**config.mk**
```make
export PLATFORM = sky130hd
export DESIGN_NAME = btb_ctrl
export DESIGN_NICKNAME = d
export VERILOG_FILES = /design/src/rtl/btb_pkg.sv /design/src/rtl/btb_upd_fifo.sv /design/src/rtl/btb_ctrl.sv
export SDC_FILE = /design/constraint.sdc
export NUM_CORES = 1
export LEC_CHECK = 0
export CAP_MARGIN = 5
export CORE_MARGIN = 8
export CORE_UTILIZATION = 47
export CTS_BUF_LIST = sky130_fd_sc_hd__clkbuf_2 sky130_fd_sc_hd__clkbuf_4 sky130_fd_sc_hd__clkbuf_8
export DETAILED_ROUTE_END_ITERATION = 8
export PLACE_DENSITY = 0.83
export SYNTH_ARGS = -nofsm -noshare
export SYNTH_HDL_FRONTEND = slang
export SYNTH_SLANG_ARGS = --single-unit
```
**constraint.sdc**
```tcl
create_clock -name clk -period 2.2 [get_ports clk]
set_input_delay 0.44 -clock clk [delete_from_list [all_inputs] [get_ports clk]]
set_output_delay 0.44 -clock clk [all_outputs]
set_load 0.02 [all_outputs]
```
**src/rtl/btb_pkg.sv**
```systemverilog
// Shared types and width helpers for the branch target buffer controller.
package btb_pkg;

   localparam int PC_W_DEF = 16;

   typedef enum logic [1:0] {FLUSH, RUN, DISABLED} btb_state_t;

   typedef struct packed {
      logic [PC_W_DEF-1:0] pc;
      logic [PC_W_DEF-1:0] tgt;
      logic                taken;
   } btb_upd_t;

   function automatic int idx_w(input int entries);
      return $clog2(entries);
   endfunction

   function automatic int tag_w(input int pc_w, input int entries);
      return pc_w - $clog2(entries);
   endfunction

endpackage

```
**src/rtl/btb_upd_fifo.sv**
```systemverilog
// Two-deep in-order queue of resolved-branch updates; clr empties it on the next edge.
module btb_upd_fifo
   import btb_pkg::*;
#(
   parameter type T = btb_upd_t
) (
   input  logic clk,
   input  logic rst,
   input  logic clr,
   input  logic push,
   input  logic pop,
   input  T     din,
   output T     head,
   output logic full,
   output logic empty
);

   T           mem [2];
   logic       wp, rp;
   logic [1:0] cnt;
   logic       do_push, do_pop;

   assign do_push = push && !full;
   assign do_pop  = pop && !empty;
   assign full    = (cnt == 2'd2);
   assign empty   = (cnt == 2'd0);
   assign head    = mem[rp];

   always_ff @(posedge clk) begin
      if (do_push) mem[wp] <= din;
   end

   always_ff @(posedge clk) begin
      if (rst || clr) begin
         wp  <= 1'b0;
         rp  <= 1'b0;
         cnt <= 2'd0;
      end else begin
         if (do_push) wp <= ~wp;
         if (do_pop)  rp <= ~rp;
         cnt <= cnt + {1'b0, do_push} - {1'b0, do_pop};
      end
   end

endmodule

```
**src/rtl/btb_ctrl.sv**
```systemverilog
// BTB write-port sequencer: bulk invalidate, enable gating and queued EX updates
// written only in cycles fetch leaves the port idle.
module btb_ctrl
   import btb_pkg::*;
#(
   parameter int ENTRIES = 16,
   parameter int PC_W    = 16
) (
   input  logic                                 clk,
   input  logic                                 rst,
   input  logic                                 en_sw,
   input  logic                                 flush_req,
   input  logic                                 lookup_req,
   input  logic                                 upd_vld,
   input  logic [PC_W-1:0]                      upd_pc,
   input  logic [PC_W-1:0]                      upd_tgt,
   input  logic                                 upd_taken,
   output logic                                 upd_rdy,
   output logic                                 btb_we,
   output logic [idx_w(ENTRIES)-1:0]            btb_idx,
   output logic [tag_w(PC_W, ENTRIES)-1:0]      btb_tag,
   output logic [PC_W-1:0]                      btb_tgt,
   output logic                                 btb_valid,
   output logic                                 lookup_en,
   output logic                                 busy
);

   localparam int IDX_W = idx_w(ENTRIES);
   localparam int TAG_W = tag_w(PC_W, ENTRIES);

   typedef struct packed {
      logic [PC_W-1:0] pc;
      logic [PC_W-1:0] tgt;
      logic            taken;
   } upd_t;

   btb_state_t       state, nxt_state;
   logic [IDX_W-1:0] cnt, nxt_cnt;
   logic [1:0]       sync;
   logic             en_s;
   logic             push, pop, clr, full, empty;
   upd_t             din, head;

   assign en_s = sync[1];
   assign din  = '{pc: upd_pc, tgt: upd_tgt, taken: upd_taken};

   btb_upd_fifo #(.T(upd_t)) u_fifo (
      .clk   (clk),
      .rst   (rst),
      .clr   (clr),
      .push  (push),
      .pop   (pop),
      .din   (din),
      .head  (head),
      .full  (full),
      .empty (empty)
   );

   always_ff @(posedge clk) begin
      if (rst) begin
         state <= FLUSH;
         cnt   <= '0;
         sync  <= 2'b00;
      end else begin
         state <= nxt_state;
         cnt   <= nxt_cnt;
         sync  <= {sync[0], en_sw};
      end
   end

   // All write-port outputs stay quiet while rst is asserted.
   always_comb begin
      nxt_state = state;
      nxt_cnt   = cnt;
      push      = 1'b0;
      pop       = 1'b0;
      clr       = 1'b0;
      upd_rdy   = 1'b0;
      btb_we    = 1'b0;
      btb_idx   = '0;
      btb_tag   = '0;
      btb_tgt   = '0;
      btb_valid = 1'b0;
      if (!rst) begin
         unique case (state)
            FLUSH: begin
               btb_we  = 1'b1;
               btb_idx = cnt;
               upd_rdy = 1'b1;
               if (flush_req) begin
                  nxt_cnt = '0;
               end else if (cnt == IDX_W'(ENTRIES-1)) begin
                  nxt_cnt   = '0;
                  nxt_state = en_s ? RUN : DISABLED;
               end else begin
                  nxt_cnt = cnt + 1'b1;
               end
            end
            RUN: begin
               upd_rdy = !full;
               push    = upd_vld && !full;
               if (!empty && !lookup_req) begin
                  pop       = 1'b1;
                  btb_we    = 1'b1;
                  btb_idx   = head.pc[IDX_W-1:0];
                  btb_tag   = head.pc[PC_W-1:IDX_W];
                  btb_tgt   = head.tgt;
                  btb_valid = head.taken;
               end
               if (flush_req) begin
                  clr       = 1'b1;
                  nxt_state = FLUSH;
                  nxt_cnt   = '0;
               end else if (!en_s) begin
                  clr       = 1'b1;
                  nxt_state = DISABLED;
               end
            end
            DISABLED: begin
               upd_rdy = 1'b1;
               if (en_s) begin
                  nxt_state = FLUSH;
                  nxt_cnt   = '0;
               end
            end
            default: nxt_state = FLUSH;
         endcase
      end
   end

   assign busy      = rst || (state == FLUSH);
   assign lookup_en = !rst && (state == RUN);

endmodule
```
==> impl_metrics.py <==
metrics = {
    "status": {
        "status": "complete, no violations",
    },
    "floorplanning": {
        "pin_count": 76,
        "die_h_um": 101,
        "die-area_mm2": 0.0101,
        "initial_core_util_pct": 47.4,
        "rows": 31,
        "core_area_mm2": 0.00710,
        "fp.dieW_um": 101,
    },
    "clock_network": {
        "clk_path_buf_depth": 2,
        "holdBufCountCts": 0,
        "cts_root_buffer": "clkbuf_8",
        "cts_buffers": 9,
        "clk_latency_ns": 0.34,
        "path_clk_slew_ns": 0.07,
        "htreeDepth": 3,
        "post-cts-setup-buffers": 0,
        "clock-sinks": 79,
        "tritoncts": "yes",
    },
    "placed_design": {
        "dp_hpwl_mm": 4.93,
        "placed_cell_area_mm2": 0.00435,
        "portBuffers": 75,
        "gp_congestion": 0.908,
    },
    "drt": {
        "wire_per_inst_um": 16.3,
        "drcViolationCount": 0,
        "dr.pass1.iters": 4,
        "wl_mm": 7.05,
        "ant_nets": 0,
        "via_count": 2180,
        "drtIter0Drc": 97,
        "avgViaCountPerCell": 5.03,
    },
    "logic_synthesis": {
        "syn_avg_cell_area_um2": 14.0,
        "yosysTopAreaCell": "edfxtp_1",
        "synthMuxAreaShare_pct": 10.4,
        "synth.top_cells.by_area": "edfxtp_1 59%, mux2i_1 8.6%, dfxtp_1 7.7%",
        "synth_xor_xnor_area_share_pct": 0.260,
        "synth_cell_type_count": 46,
        "synth_seq_area_share_pct": 66.6,
        "synthesis.area_mm2": 0.00336,
        "synthAdderAreaFrac_pct": 2.60,
        "synthDominantCellAreaShare_pct": 58.9,
        "ys_seq_elements": 79,
        "yosys_warnings": 0,
        "synth_top_family_by_area": "simple AND/OR/NAND/NOR gates",
        "synth_compound_area_share_pct": 5.91,
        "yosys.area_share.simple_pct": 11.5,
        "syn_inst": 240,
        "syn_nets": 286,
    },
    "sta": {
        "hold_viol": 0,
        "min_period_ns": 2.13,
        "fin_skew_ns": 0.00699,
        "finalCritPeriodShare_pct": 96.6,
        "setup_violations": 0,
        "worst_pin_slew_ns": 0.374,
        "slew_headroom_pct": 74.9,
        "slew_violations": 0,
        "max_freq_mhz": 470,
        "tns_ns": 0,
    },
    "layout": {
        "stdcell_area_mm2": 0.00440,
        "layout-drive-gt1-share_pct": 24.3,
        "areaGrowthSynthToFinish_pct": 30.8,
        "diodes": 0,
        "nets": 376,
    },
    "power_and_ir_drop": {
        "power_density_mw_per_mm2": 598,
        "leakage_nw": 1.62,
        "p_total_mw": 2.63,
        "vdd_drop_max_uv": 276,
    },
    "grt": {
        "met3_usage_pct": 4.97,
        "antenna_found_initial": 0,
        "grt_use_met2_pct": 23.7,
        "grt_pass1_vias": 2243,
        "grt_most_used_layer": "met2",
        "grt-ovfl-total": 0,
        "grt.total_usage_pct": 13.9,
        "grt_max_degree": 34,
        "grt_pass1_wl_mm": 10.8,
        "use_met1_pct": 15.4,
    },
    "critical_path": {
        "critPathCaptureType": "output port",
        "crit_type": "in2out",
        "cp.arrival_ns": 1.69,
        "crit_path_start_kind": "input pin",
        "cp_max_fo": 5,
        "worstPathRequired_ns": 1.76,
    },
    "hold_path": {
        "hp-class": "reg2reg",
    },
    "flow_run": {
        "maxCapViolCount": 0,
    },
}
metrics by stage:
step	util [%]	hold slack, ns	worst slack [ns]	cells
global route	62.0	0.475	-0.00668	433
detailed placement	61.2	0.442	-0.463	417
floorplan	-	0.414	0.0342	240
finish	62.0	0.462	0.0741	433
global placement	61.2	0.420	-0.398	417
CTS	61.6	0.464	-0.111	432
power breakdown:
part / internal [mW] / switching, mW / total [mW]
sequential: 1.62 / 0.00334 / 1.62
clock: 0.404 / 0.487 / 0.891
combinational: 0.0758 / 0.0406 / 0.116
path summary, 6_finish.rpt:
check,startpoint,cells after the start,slack [ns],to
worst max-delay path,lookup_req,6,0.07,btb_idx[2]
worst min-delay path,sync[0]$_SDFF_PP0_,1,0.46,sync[1]$_SDFF_PP0_
worst max register to register,state[1]$_SDFFE_PP0P_,12,0.20,u_fifo.cnt[1]$_SDFF_PP0_
worst min register to register,sync[0]$_SDFF_PP0_,1,0.46,sync[1]$_SDFF_PP0_
cells in the final DEF, fill, tap and decap left out, types with 2 or more instances in the layout:
cell,count
nor2_1,38
a21oi_1,6
nand2b_1,5
nand3_1,2
a32oi_1,3
mux2i_1,29
inv_2,2
and2_2,2
buf_4,12
nand4_1,2
nor2b_1,5
clkdlybuf4s50_1,38
clkbuf_2,2
buf_2,30
clkinv_1,3
dlygate4sd2_1,2
mux2_1,4
o31ai_1,3
ha_1,6
or2_1,2
clkbuf_8,9
dfxtp_1,12
nor3_1,2
clkinvlp_4,2
edfxtp_1,66
inv_1,8
or3_1,2
buf_12,4
a32o_1,2
critical path, cell delays in order:
cell             delay (ns)
clkdlybuf4s50_1        0.49
o21ba_4                0.17
buf_4                  0.15
a32oi_1                0.21
nor2_1                 0.06
buf_2                  0.16
final cells by class:
| cell class | count | area, um^2 |
|---|---|---|
| clock buffers | 10 | 131 |
| clock inverters | 5 | 26.3 |
| fillers | 556 | 2700 |
| multi-input cells | 140 | 1070 |
| inverters | 10 | 37.5 |
| flip-flops and latches | 79 | 2240 |
| well taps | 99 | 124 |
| repair buffers | 90 | 764 |
kinds of logic after synthesis:
group	after synthesis
DFF	79
muxes	34
buffers and inverters	21
adders and majority gates	7
xor gates and xnor gates	1
and+or+nand+nor	74
AOI/OAI and AO/OA	24
what timing repair did:
action                                  4_1_cts  5_1_grt
resized for setup                           135       18
endpoints found under the hold margin         0        0
endpoints found under the setup margin       37       33
cloned                                        0        1
cells in the mapped netlist, drive strengths merged:
master and number:
edfxtp 66, nor2 39, mux2i 29, dfxtp 13, inv 10, ha 7
a21oi 6, clkbuf 6, nor2b 6, buf 5, mux2 5, nand2b 5
a32oi 4, and2 3, nand3 3, o31ai 3, a32o 2, and2b 2
nand4 2, nor3 2, or2 2, or3 2, a2111oi 1, a211oi 1
a21o 1, a31o 1, and3 1, and3b 1, nand2 1, nand4b 1
nor3b 1, nor4 1, o2111ai 1, o21ai 1, o21ba 1, o21bai 1
o311ai 1, or2b 1, or4 1, xor2 1
metal layers:
| metal | vias to the layer above | part of all wire [%] |
|---|---|---|
| li1 | 1062 | - |
| met1 | 1047 | 43 |
| met2 | 62 | 50 |
| met3 | 9 | 5.8 |
| met4 | 0 | 1.4 |
| met5 | - | 0 |
state kept, by name, summed over array words and instances, names as in the netlist, named ones only:
register / flops
u_fifo.mem: 66
cnt: 4
state: 2
sync: 2
u_fifo.cnt: 2
u_fifo.rp: 1
u_fifo.wp: 1
Note: power is estimated with default switching activity, not from simulation.
